===== config.mk =====
export PLATFORM = sky130hd
export DESIGN_NAME = firebird7_in_gate1_tessent_data_mux_ctrl
export DESIGN_NICKNAME = d
export VERILOG_FILES = /design/src/rtl/firebird7_in_gate1_tessent_data_mux_ctrl.sv
export SDC_FILE = /design/constraint.sdc
export NUM_CORES = 1
export LEC_CHECK = 0
export CAP_MARGIN = 10
export CORE_MARGIN = 2
export CORE_UTILIZATION = 47
export CTS_BUF_LIST = sky130_fd_sc_hd__clkbuf_4 sky130_fd_sc_hd__clkbuf_8
export CTS_CLUSTER_DIAMETER = 30
export DETAILED_ROUTE_END_ITERATION = 8
export PLACE_DENSITY = 0.72
export SKIP_LAST_GASP = 1
export SLEW_MARGIN = 20
export SYNTH_ARGS = -nofsm -noshare
export SYNTH_HDL_FRONTEND = slang
export SYNTH_SLANG_ARGS = --single-unit

===== constraint.sdc =====
create_clock -name ijtag_tck -period 1.7 [get_ports ijtag_tck]
set_clock_uncertainty 0.2 [all_clocks]
set_input_delay 0.17 -clock ijtag_tck [delete_from_list [all_inputs] [get_ports ijtag_tck]]
set_output_delay 0.17 -clock ijtag_tck [all_outputs]
set_load 0.01 [all_outputs]

===== src/rtl/firebird7_in_gate1_tessent_data_mux_ctrl.sv =====
// IJTAG TDR controller for one gate1 test data mux: shift/capture request word, make/break sequenced update.
// Optional even-parity check on the request word: define FIREBIRD7_IN_MUX_CTRL_PARITY_EN.
module firebird7_in_gate1_tessent_data_mux_ctrl #(
  parameter int W = 19
) (
  input  logic         ijtag_tck,
  input  logic         ijtag_reset,
  input  logic         ijtag_sel,
  input  logic         ijtag_ce,
  input  logic         ijtag_se,
  input  logic         ijtag_ue,
  input  logic         ijtag_si,
  output logic         ijtag_so,
  input  logic [W-1:0] functional_data_in,
  output logic         mux_select,
  output logic [W-1:0] mux_data,
  output logic         switch_busy
`ifdef FIREBIRD7_IN_MUX_CTRL_PARITY_EN
  ,
  output logic         parity_error
`endif
);

`ifdef FIREBIRD7_IN_MUX_CTRL_PARITY_EN
  localparam int SRW = W + 2;
`else
  localparam int SRW = W + 1;
`endif

  localparam logic [1:0] ST_OFF    = 2'd0;
  localparam logic [1:0] ST_ARM    = 2'd1;
  localparam logic [1:0] ST_ON     = 2'd2;
  localparam logic [1:0] ST_DISARM = 2'd3;

  logic [SRW-1:0] sr;
  logic [1:0]     state;
  logic           capture, shift, update, upd_ok, ev_valid;
  logic           pend_valid, pend_en;
  logic [W-1:0]   pend_data, hold_data;
  logic           act_valid, act_en;
  logic [W-1:0]   act_data;

  assign capture  = ijtag_sel & ijtag_ce;
  assign shift    = ijtag_sel & ijtag_se & ~ijtag_ce;
  assign update   = ijtag_sel & ijtag_ue;
`ifdef FIREBIRD7_IN_MUX_CTRL_PARITY_EN
  assign upd_ok   = ~(^sr);
`else
  assign upd_ok   = 1'b1;
`endif
  assign ev_valid = update & upd_ok;
  assign ijtag_so = sr[0];

  // In a stable state a live event supersedes anything parked during the transition.
  always_comb begin
    act_valid = ev_valid | pend_valid;
    act_en    = pend_en;
    act_data  = pend_data;
    if (ev_valid) begin
      act_en   = sr[W];
      act_data = sr[W-1:0];
    end
  end

  always_ff @(posedge ijtag_tck) begin
    if (ijtag_reset) begin
      sr <= '0;
    end else if (capture) begin
      sr[W-1:0] <= functional_data_in;
      sr[W]     <= mux_select;
`ifdef FIREBIRD7_IN_MUX_CTRL_PARITY_EN
      sr[W+1]   <= parity_error;
`endif
    end else if (shift) begin
      sr <= {ijtag_si, sr[SRW-1:1]};
    end
  end

`ifdef FIREBIRD7_IN_MUX_CTRL_PARITY_EN
  always_ff @(posedge ijtag_tck) begin
    if (ijtag_reset) begin
      parity_error <= 1'b0;
    end else if (update && !upd_ok) begin
      parity_error <= 1'b1;
    end
  end
`endif

  always_ff @(posedge ijtag_tck) begin
    if (ijtag_reset) begin
      state       <= ST_OFF;
      mux_select  <= 1'b0;
      mux_data    <= '0;
      switch_busy <= 1'b0;
      pend_valid  <= 1'b0;
      pend_en     <= 1'b0;
      pend_data   <= '0;
      hold_data   <= '0;
    end else begin
      case (state)
        ST_OFF: begin
          pend_valid <= 1'b0;
          if (act_valid) begin
            mux_data <= act_data;
            if (act_en) begin
              state       <= ST_ARM;
              switch_busy <= 1'b1;
            end
          end
        end
        ST_ARM: begin
          state       <= ST_ON;
          mux_select  <= 1'b1;
          switch_busy <= 1'b0;
          if (ev_valid) begin
            pend_valid <= 1'b1;
            pend_en    <= sr[W];
            pend_data  <= sr[W-1:0];
          end
        end
        ST_ON: begin
          pend_valid <= 1'b0;
          if (act_valid) begin
            if (act_en) begin
              mux_data <= act_data;
            end else begin
              // Break first: data is only applied once the select has dropped.
              mux_select  <= 1'b0;
              hold_data   <= act_data;
              state       <= ST_DISARM;
              switch_busy <= 1'b1;
            end
          end
        end
        ST_DISARM: begin
          state       <= ST_OFF;
          mux_data    <= hold_data;
          switch_busy <= 1'b0;
          if (ev_valid) begin
            pend_valid <= 1'b1;
            pend_en    <= sr[W];
            pend_data  <= sr[W-1:0];
          end
        end
        default: begin
          state       <= ST_OFF;
          mux_select  <= 1'b0;
          switch_busy <= 1'b0;
          pend_valid  <= 1'b0;
        end
      endcase
    end
  end

endmodule


==> impl_metrics.py, run 1 <==
metrics = {
    "sta": {
        "timing.slew.headroom_pct": 65.3,
        "final_period_minus_worst_setup_slack_ns": 1.69,
        "grt_setup_unrepaired": "true",
        "final_max_slew_viol_count": 0,
        "timing.final.hold_violations": 0,
        "final_min_period_over_clock_period_pct": 99.6,
        "final_setup_violations": 0,
        "achievable-frequency_ghz": 0.590,
        "worst-slew-pin-transition_ns": 0.521,
    },
    "detailed_routing": {
        "routed-via-count": 3508,
        "drt-vias-per-instance": 5.36,
        "remaining_drc_errors": 0,
        "finalWirelength_um": 9410,
        "first_pass_iters": 5,
        "detail_route.iter0.violations": 98,
        "routedWlPerCell_um": 14.4,
        "final_antenna_net_count": 0,
    },
    "yosys": {
        "syn-instance-count": 494,
        "synth_area_per_inst_um2": 7.96,
        "synth_seq_area_share_pct": 42.3,
        "synth.net_count": 525,
        "ys_ff_latch": 83,
        "ys_types": 30,
        "synth.cell_area_um2": 3930,
        "ys_warn_count": 0,
    },
    "die": {
        "rows": 33,
        "die_area_um2": 9110,
        "initial_core_util_pct": 48.1,
        "chipHeight_um": 95.5,
        "io_pins": 48,
        "core_area_um2": 8180,
        "die_width_um": 95.5,
    },
    "layout": {
        "final_net_count": 577,
        "n_antenna_cell": 0,
        "area.growth.synth_to_final_pct": 29.9,
        "final_area_um2": 5110,
        "final_cell_mix": "sky130_fd_sc_hd__dfxtp_1, sky130_fd_sc_hd__nand2_1, sky130_fd_sc_hd__a21oi_1, sky130_fd_sc_hd__clkdlybuf4s50_1, sky130_fd_sc_hd__nor2_1",
        "final_layout_size_suffix_gt1_share_pct": 18.4,
        "final_common_cell": "sky130_fd_sc_hd__dfxtp_1",
    },
    "grt": {
        "global_route_layer_with_the_greatest_usage": "met2",
        "antenna_found_initial": 0,
        "gr-usage-met3_pct": 2.77,
        "grt.met2_usage_pct": 33.0,
        "global_route.overflow_total": 0,
        "grt_use_total_pct": 21.2,
        "grt_pass1_vias": 3182,
        "pin_count_of_the_biggest_net_entering_global_routing": 33,
        "use_met1_pct": 29.7,
        "grt_first_pass_wirelength_um": 15200,
    },
    "clock_network": {
        "number_of_buffers_added_to_fix_hold_violations_after_cts": 0,
        "clockRootBuffer": "sky130_fd_sc_hd__clkbuf_8",
        "clock_path_buffers": 2,
        "cts_made_buffers": 9,
        "worst_setup_hold_path_clk_slew_ns": 0.08,
        "cts.sink_count": 83,
        "clkLatencyLatePin_ns": 0.36,
        "cts_tree": "done",
        "clock_tree.htree_level_count": 3,
    },
    "place": {
        "gpl_congestion": 0.896,
        "place_area_um2": 4630,
        "post-dp-hpwl_um": 6220,
        "buffer_ports.inserted": 47,
    },
    "setup_path": {
        "critical_path_arrival_ns": 1.78,
        "library_cell_contributing_the_largest_single_delay_on_the_critical_path": "sky130_fd_sc_hd__dfxtp_4",
        "worst_r2r_path_depth": 6,
        "worstPathMaxFanout": 5,
        "end_kind": "flop",
        "path_class": "reg -> reg",
        "critical_path_required_ns": 1.79,
        "critical_path_cell_list": "inv_4, ha_4, a211oi_2, a21oi_4, clkbuf_16, mux2i_1",
        "cp-start-kind": "flop",
        "slowest_delay_ns": 0.39,
    },
    "outcome": {
        "outcome": "complete, no violations",
    },
    "pwr": {
        "pnr_total_power_mw": 5.65,
        "powerDensity_nw_per_um2": 1110,
        "power_leakage_nw": 1.88,
        "ir_drop_mv": 0.629,
    },
    "worst_hold_path": {
        "hold_path.class": "in -> reg",
        "min_delay_path_depth": 2,
    },
    "run": {
        "timing.max_cap.violations": 0,
    },
}
final cells by class:
type | instances | area [um^2]
clock buffers | 14 | 186
clock inverters | 1 | 30.0
fillers | 709 | 3070
inverters | 24 | 95.1
multi-input cells | 344 | 2120
flip-flops and latches | 83 | 1670
well taps | 105 | 131
repair buffers | 84 | 875
repair_timing:
action	in CTS	in global routing
resized for setup	15	34
gates cloned	1	3
setup endpoints to repair	25	63
buffers inserted	0	2
hold endpoints to repair	0	0
pin swaps	1	8
metal layers:
layer | vias to the layer above | wire length, um | share of wire [%]
li1 | 1784 | - | -
met1 | 1618 | 4470 | 48
met2 | 93 | 4350 | 46
met3 | 13 | 416 | 4.4
met4 | 0 | 168 | 1.8
met5 | - | 0 | 0
sequential cells by signal, summed over array words and instances, names as in the netlist:
name and flops:
sr 20, pend_valid 1, pend_en 1, state 2, mux_select 1, hold_data 19
switch_busy 1, mux_data 19, pend_data 19
path summary, 6_finish.rpt:
| kind | startpoint | endpoint | slack, ns |
|---|---|---|---|
| max | state[1] | mux_data[8] | 0.006 |
| min | ijtag_reset | mux_select | 0.11 |
| max reg2reg | state[1] | mux_data[8] | 0.006 |
| min reg2reg | pend_data[11] | pend_data[11] | 0.25 |
synthesized netlist by cell type (all sizes together):
| library cell | instances | share of area [%] |
|---|---|---|
| dfxtp | 83 | 42 |
| a21oi | 62 | 7.9 |
| nand2 | 62 | 6.1 |
| nor2 | 41 | 3.9 |
| nor3 | 41 | 5.2 |
| o21ai | 40 | 5.1 |
| clkbuf | 25 | 2.4 |
| inv | 24 | 2.3 |
| a211oi | 23 | 4.4 |
| mux2 | 21 | 6.1 |
| mux2i | 20 | 5.1 |
| nand2b | 19 | 3.0 |
| buf | 18 | 2.7 |
| ha | 5 | 1.6 |
| a2111o | 1 | 0.29 |
| a21o | 1 | 0.19 |
| and2 | 1 | 0.16 |
| nand3 | 1 | 0.13 |
| nor2b | 1 | 0.16 |
| o211a | 1 | 0.25 |
| o21a | 1 | 0.19 |
| o22ai | 1 | 0.16 |
| o31ai | 1 | 0.19 |
| or2b | 1 | 0.19 |
power breakdown:
part	total [mW]	leakage [nW]	switching [mW]	internal, mW
Combinational	1.91	1.09	0.906	1.00
Clock	1.52	0.112	0.667	0.849
Sequential	2.23	0.676	0.125	2.10
worst max-delay path, delay by kind of cell, from the launching register on:
kind                     cells  cell delay (ns)
AO/OA/AOI/OAI                2             0.32
adder cells (fa/ha/maj)      1             0.27
buffers and inverters        2             0.27
flip-flops                   1             0.39
multiplexers                 1             0.18
per-stage QoR:
step / utilization [%] / setup WS (ns) / TNS, ns / hold WS, ns / cells
2_1_floorplan: - / 0.00193 / 0 / 0.176 / 494
3_3_place_gp: 56.6 / -0.406 / -22.78 / 0.238 / 634
3_5_place_dp: 56.6 / -0.471 / -26.71 / 0.247 / 634
4_1_cts: 60.2 / -0.0172 / -0.0190 / 0.104 / 650
5_1_grt: 62.5 / -0.0560 / -0.438 / 0.135 / 655
6_report: 62.5 / 0.00624 / 0 / 0.110 / 655
logic make-up after synthesis:
group                    synth area share, %
AND/OR/NAND/NOR                         18.9
buffers and inverters                   7.38
flip-flops                              42.3
multiplexers                            11.2
adder cells (fa/ha/maj)                 1.59
AO/OA/AOI/OAI                           18.7
Power figures use the tool's default switching activity.
==> inputs of run 2 (changes only) <==
PLACE_DENSITY = 0.78   (was 0.72)
SETUP_SLACK_MARGIN = 0.4   (was default)
SLEW_MARGIN = default   (was 20)
==> run 2 against run 1 <==
Register-to-register slack lost 0.03 ns. First-iteration DRC count grew 48%. Die area is the same. Largest cell class unchanged. Worst hold slack worse by 0.037 ns. Highest routed layer unchanged. Final area rose by 6.4%. Power down 2.2%. Utilization rose by 4.0 points. Setup slack worse by 0.030 ns. Global-route usage rose by 1.6 points. The flow now finishes with violations (negative setup slack). Via count grew 7.6%.
==> impl_metrics.py, run 2 (synthesis results as in run 1) <==
metrics = {
    "outcome": {
        "outcome": "complete, but fails checks",
        "violated_checks": "negative setup slack",
    },
    "grt": {
        "grt_pass1_vias": 3332,
        "pin_count_of_the_biggest_net_entering_global_routing": 40,
        "grt_first_pass_wirelength_um": 16100,
        "grt_use_total_pct": 22.9,
        "global_route.overflow_total": 0,
        "antenna_found_initial": 0,
    },
    "sta": {
        "timing.final.hold_violations": 0,
        "final_max_slew_viol_count": 0,
        "grt_setup_unrepaired": "true",
        "final_period_minus_worst_setup_slack_ns": 1.72,
        "final_min_period_over_clock_period_pct": 101,
        "final_setup_violations": 4,
        "timing.slew.headroom_pct": 70.0,
        "setup-tns-final_ns": -0.0626,
        "achievable-frequency_ghz": 0.580,
        "worst-slew-pin-transition_ns": 0.450,
        "timing.final.ws_setup_ns": -0.0240,
    },
    "clock_network": {
        "number_of_buffers_added_to_fix_hold_violations_after_cts": 0,
        "clkLatencyLatePin_ns": 0.37,
        "worst_setup_hold_path_clk_slew_ns": 0.08,
        "clockRootBuffer": "sky130_fd_sc_hd__clkbuf_8",
        "clock_tree.htree_level_count": 3,
        "cts_tree": "done",
        "clock_path_buffers": 2,
        "cts_made_buffers": 9,
        "cts.sink_count": 83,
    },
    "worst_hold_path": {
        "timing.hold.worst.start": "ijtag_sel",
        "min_delay_path_depth": 3,
        "hold_path.class": "in -> reg",
        "hold_path_end": "sr[0]",
    },
    "layout": {
        "final_common_cell": "sky130_fd_sc_hd__dfxtp_1",
        "finish.cell_count_without_fillers": 672,
        "area.growth.synth_to_final_pct": 38.3,
        "final_cell_mix": "sky130_fd_sc_hd__dfxtp_1, sky130_fd_sc_hd__nand2_1, sky130_fd_sc_hd__a21oi_1, sky130_fd_sc_hd__nor2_1, sky130_fd_sc_hd__o21ai_0",
        "largest_register_ffs": 20,
        "final_layout_size_suffix_gt1_share_pct": 36.9,
        "layout.area.seq_um2": 1700,
        "fillcell_total": 639,
        "n_antenna_cell": 0,
        "area_of_the_multi_input_gates_um2": 2360,
        "top_register": "sr",
        "final_net_count": 594,
    },
    "detailed_routing": {
        "first_pass_iters": 6,
        "routedWlPerCell_um": 16.4,
        "remaining_drc_errors": 0,
        "detail_route.iter0.violations": 145,
        "final_antenna_net_count": 0,
        "routed-via-count": 3775,
        "drt-vias-per-instance": 5.62,
        "finalWirelength_um": 11000,
    },
    "die": {
        "io_pins": 48,
        "chipHeight_um": 95.5,
        "die_area_um2": 9110,
        "rows": 33,
        "die_width_um": 95.5,
        "core_area_um2": 8180,
        "initial_core_util_pct": 48.1,
    },
    "pwr": {
        "ir_drop_mv": 0.518,
        "power_leakage_nw": 2.06,
        "powerDensity_nw_per_um2": 1020,
        "pnr_total_power_mw": 5.52,
    },
    "setup_path": {
        "cp-start-kind": "flop",
        "r2r-end": "switch_busy",
        "worst_r2r_path_depth": 4,
        "worstPathMaxFanout": 5,
        "worstReg2RegStart": "pend_valid",
        "critical_path_arrival_ns": 1.78,
        "critical_path_required_ns": 1.75,
        "rrSetupSlack_ns": -0.02,
        "path_class": "reg -> reg",
        "end_kind": "flop",
    },
    "place": {
        "preCtsSetupSlack_ns": -0.423,
        "dp.cells": 632,
        "buffer_ports.inserted": 47,
        "post-dp-hpwl_um": 6160,
        "gpl_congestion": 0.848,
    },
    "run": {
        "timing.max_cap.violations": 0,
    },
}
==> run 2: critical path, cell delays in order, from the launching register on <==
cell                      delay (ns)
sky130_fd_sc_hd__dfxtp_2        0.35
sky130_fd_sc_hd__or2b_1         0.28
sky130_fd_sc_hd__mux2_4         0.33
sky130_fd_sc_hd__a21oi_4        0.16
sky130_fd_sc_hd__mux2_4         0.30
==> run 2: metrics by stage <==
stage	util, %	hold WS [ns]	cell area [um^2]
2_1_floorplan	-	0.187	4040
3_3_place_gp	57.4	0.238	4690
3_5_place_dp	57.4	0.247	4690
4_1_cts	64.0	0.0878	5230
5_1_grt	66.5	0.0993	5440
6_report	66.5	0.0729	5440
==> run 2: final cells by class <==
type                       count  area share, %
inverter                      24           1.89
timing repair buffer         101           17.9
tap                          105           2.42
clock inverter                 4          0.483
clock buffer                  11           2.79
multi-input combinational    344           43.3
sequential                    83           31.2
==> run 2: layer usage <==
metal  global-route usage [%]  wire (um)  up-vias
li1                         -          -     1820
met4                     9.88        305        0
met2                     37.6       5270      129
met3                     3.00        573       21
met5                        0          0        -
met1                     30.1       4840     1805
==> run 2: worst max-delay path by stage <==
stage | start | end | cells past startpoint
floorplan | pend_valid | state[1] | 5
global placement | ijtag_sel | mux_data[8] | 7
detailed placement | ijtag_sel | mux_data[2] | 6
finish | pend_valid | switch_busy | 4
global route | pend_valid | hold_data[4] | 5
CTS | pend_valid | switch_busy | 4
==> run 2: report_power, final <==
group          total [mW]  internal [mW]  switching, mW
Sequential           2.26           2.11          0.143
Clock                1.32          0.600          0.718
Combinational        1.95          0.952           1.00
==> run 2: repair_timing <==
item / CTS / global route
endpoints found under the setup margin: 104 / 89
gates cloned: 6 / 1
buffers inserted: 14 / 4
hold endpoints to repair: 0 / 0
pin swaps: 11 / 32
gates resized for setup: 138 / 78
==> inputs of run 3 (changes only) <==
PLACE_DENSITY = 0.75   (was 0.78)
clock period = 1.9 ns   (was 1.7 ns; I/O delays follow)
==> run 3 against run 2 <==
The run now ends clean. Utilization is 1.1 points higher. Cell count decreased by 0.74%. Via count decreased by 0.53%. Critical path depth is 3 higher. First-iteration DRC count up 61%. Non-clock buffer count decreased by 6. Largest cell class unchanged. Highest routed layer unchanged.
==> impl_metrics.py, run 3 (synthesis results as in run 1) <==
metrics = {
    "sta": {
        "final_max_slew_viol_count": 0,
        "grt_setup_unrepaired": "true",
        "worst-slew-pin-transition_ns": 0.363,
        "timing.final.ws_setup_ns": 0.187,
        "final_period_minus_worst_setup_slack_ns": 1.71,
        "final_setup_violations": 0,
        "achievable-frequency_ghz": 0.584,
        "final_min_period_over_clock_period_pct": 90.2,
        "timing.slew.headroom_pct": 75.8,
        "setup-tns-final_ns": 0,
        "timing.final.hold_violations": 0,
    },
    "layout": {
        "top_register": "sr",
        "final_cell_mix": "sky130_fd_sc_hd__dfxtp_1, sky130_fd_sc_hd__nand2_1, sky130_fd_sc_hd__a21oi_1, sky130_fd_sc_hd__nor2_1, sky130_fd_sc_hd__o21ai_0",
        "fillcell_total": 633,
        "finish.cell_count_without_fillers": 667,
        "n_antenna_cell": 0,
        "largest_register_ffs": 20,
        "layout.area.seq_um2": 1670,
        "final_common_cell": "sky130_fd_sc_hd__dfxtp_1",
        "area.growth.synth_to_final_pct": 40.5,
        "final_net_count": 588,
        "area_of_the_multi_input_gates_um2": 2370,
        "post-route-util_pct": 67.5,
        "final_layout_size_suffix_gt1_share_pct": 27.4,
    },
    "clock_network": {
        "clock_path_buffers": 2,
        "cts_tree": "done",
        "clkLatencyLatePin_ns": 0.36,
        "cts.sink_count": 83,
        "clockRootBuffer": "sky130_fd_sc_hd__clkbuf_8",
        "worst_setup_hold_path_clk_slew_ns": 0.09,
        "clock_tree.htree_level_count": 3,
        "cts_made_buffers": 9,
        "number_of_buffers_added_to_fix_hold_violations_after_cts": 0,
    },
    "setup_path": {
        "crit_buf_inv": 3,
        "path_class": "reg -> reg",
        "slowest_delay_ns": 0.38,
        "worstPathMaxFanout": 5,
        "critical_path_cell_list": "inv_4, ha_4, a211oi_4, a21oi_2, buf_6, clkbuf_16, mux2i_1",
        "library_cell_contributing_the_largest_single_delay_on_the_critical_path": "sky130_fd_sc_hd__dfxtp_4",
        "cpLargestDelayFamily": "flip-flops",
        "critical_path_required_ns": 1.99,
        "worstReg2RegStart": "state[1]",
        "r2r-end": "mux_data[17]",
        "end_kind": "flop",
        "worst_r2r_path_depth": 7,
        "rrSetupSlack_ns": 0.19,
        "cp-start-kind": "flop",
        "critical_path_arrival_ns": 1.80,
    },
    "detailed_routing": {
        "final_antenna_net_count": 0,
        "routedWlPerCell_um": 16.8,
        "detail_route.iter0.violations": 234,
        "routed-via-count": 3755,
        "remaining_drc_errors": 0,
        "first_pass_iters": 5,
        "finalWirelength_um": 11200,
        "drt-vias-per-instance": 5.63,
    },
    "place": {
        "gpl_congestion": 0.812,
        "buffer_ports.inserted": 47,
        "dp.cells": 629,
        "preCtsSetupSlack_ns": -0.272,
        "post-dp-hpwl_um": 6190,
    },
    "grt": {
        "grt_use_total_pct": 21.8,
        "grt_pass1_vias": 3200,
        "antenna_found_initial": 0,
        "grt_first_pass_wirelength_um": 15600,
        "pin_count_of_the_biggest_net_entering_global_routing": 56,
        "global_route.overflow_total": 0,
    },
    "die": {
        "rows": 33,
        "chipHeight_um": 95.5,
        "core_area_um2": 8180,
        "initial_core_util_pct": 48.1,
        "io_pins": 48,
        "die_width_um": 95.5,
        "die_area_um2": 9110,
    },
    "pwr": {
        "powerDensity_nw_per_um2": 943,
        "ir_drop_mv": 0.557,
        "pnr_total_power_mw": 5.21,
        "power_leakage_nw": 2.24,
    },
    "worst_hold_path": {
        "hold_path_end": "hold_data[1]",
        "hold_path.class": "in -> reg",
        "min_delay_path_depth": 2,
        "timing.hold.worst.start": "ijtag_reset",
    },
    "outcome": {
        "outcome": "complete, no violations",
    },
    "run": {
        "timing.max_cap.violations": 0,
    },
}
run 3: how the worst max path moves through the flow:
stage	cells past startpoint	slack, ns	to	start
global route	7	0.15	mux_data[17]	state[1]
detailed placement	6	-0.27	mux_data[4]	ijtag_ue
CTS	4	0.19	switch_busy	pend_valid
global placement	6	-0.22	mux_data[10]	ijtag_ue
finish	7	0.19	mux_data[17]	state[1]
floorplan	5	0.25	state[1]	pend_valid
run 3: what timing repair did:
item	in CTS	in global routing
gates resized for setup	54	66
endpoints found under the setup margin	104	61
gates cloned	3	8
setup buffers	2	9
pin swaps	1	42
run 3: final cells by class:
type,instances,area share (%)
flip-flops and latches,83,30.3
inverters,24,1.72
well taps,105,2.38
clock inverters,7,0.952
repair buffers,95,19.4
clock buffers,9,2.24
multi-input cells,344,43.0
run 3: metrics by stage:
step | hold slack (ns) | area, um^2
after floorplan | 0.207 | 4010
after global placement | 0.238 | 4670
after detailed placement | 0.246 | 4670
after CTS | 0.0799 | 5010
after global routing | 0.127 | 5520
final | 0.0841 | 5520
run 3: metal layers:
layer  part of all wire (%)  track usage (%)  up-vias  routed length (um)
met4                    2.0             6.19        0                 221
met5                      0                0        -                   0
met2                     50             34.2      125                5620
met3                    5.1             4.51       20                 574
met1                     43             30.6     1787                4780
li1                       -                -     1823                   -
run 3: report_power, final:
part	switching [mW]	leakage (nW)	total, mW	internal [mW]
Clock	0.683	0.0896	1.16	0.481
Sequential	0.124	0.677	2.01	1.88
Combinational	0.969	1.47	2.04	1.07
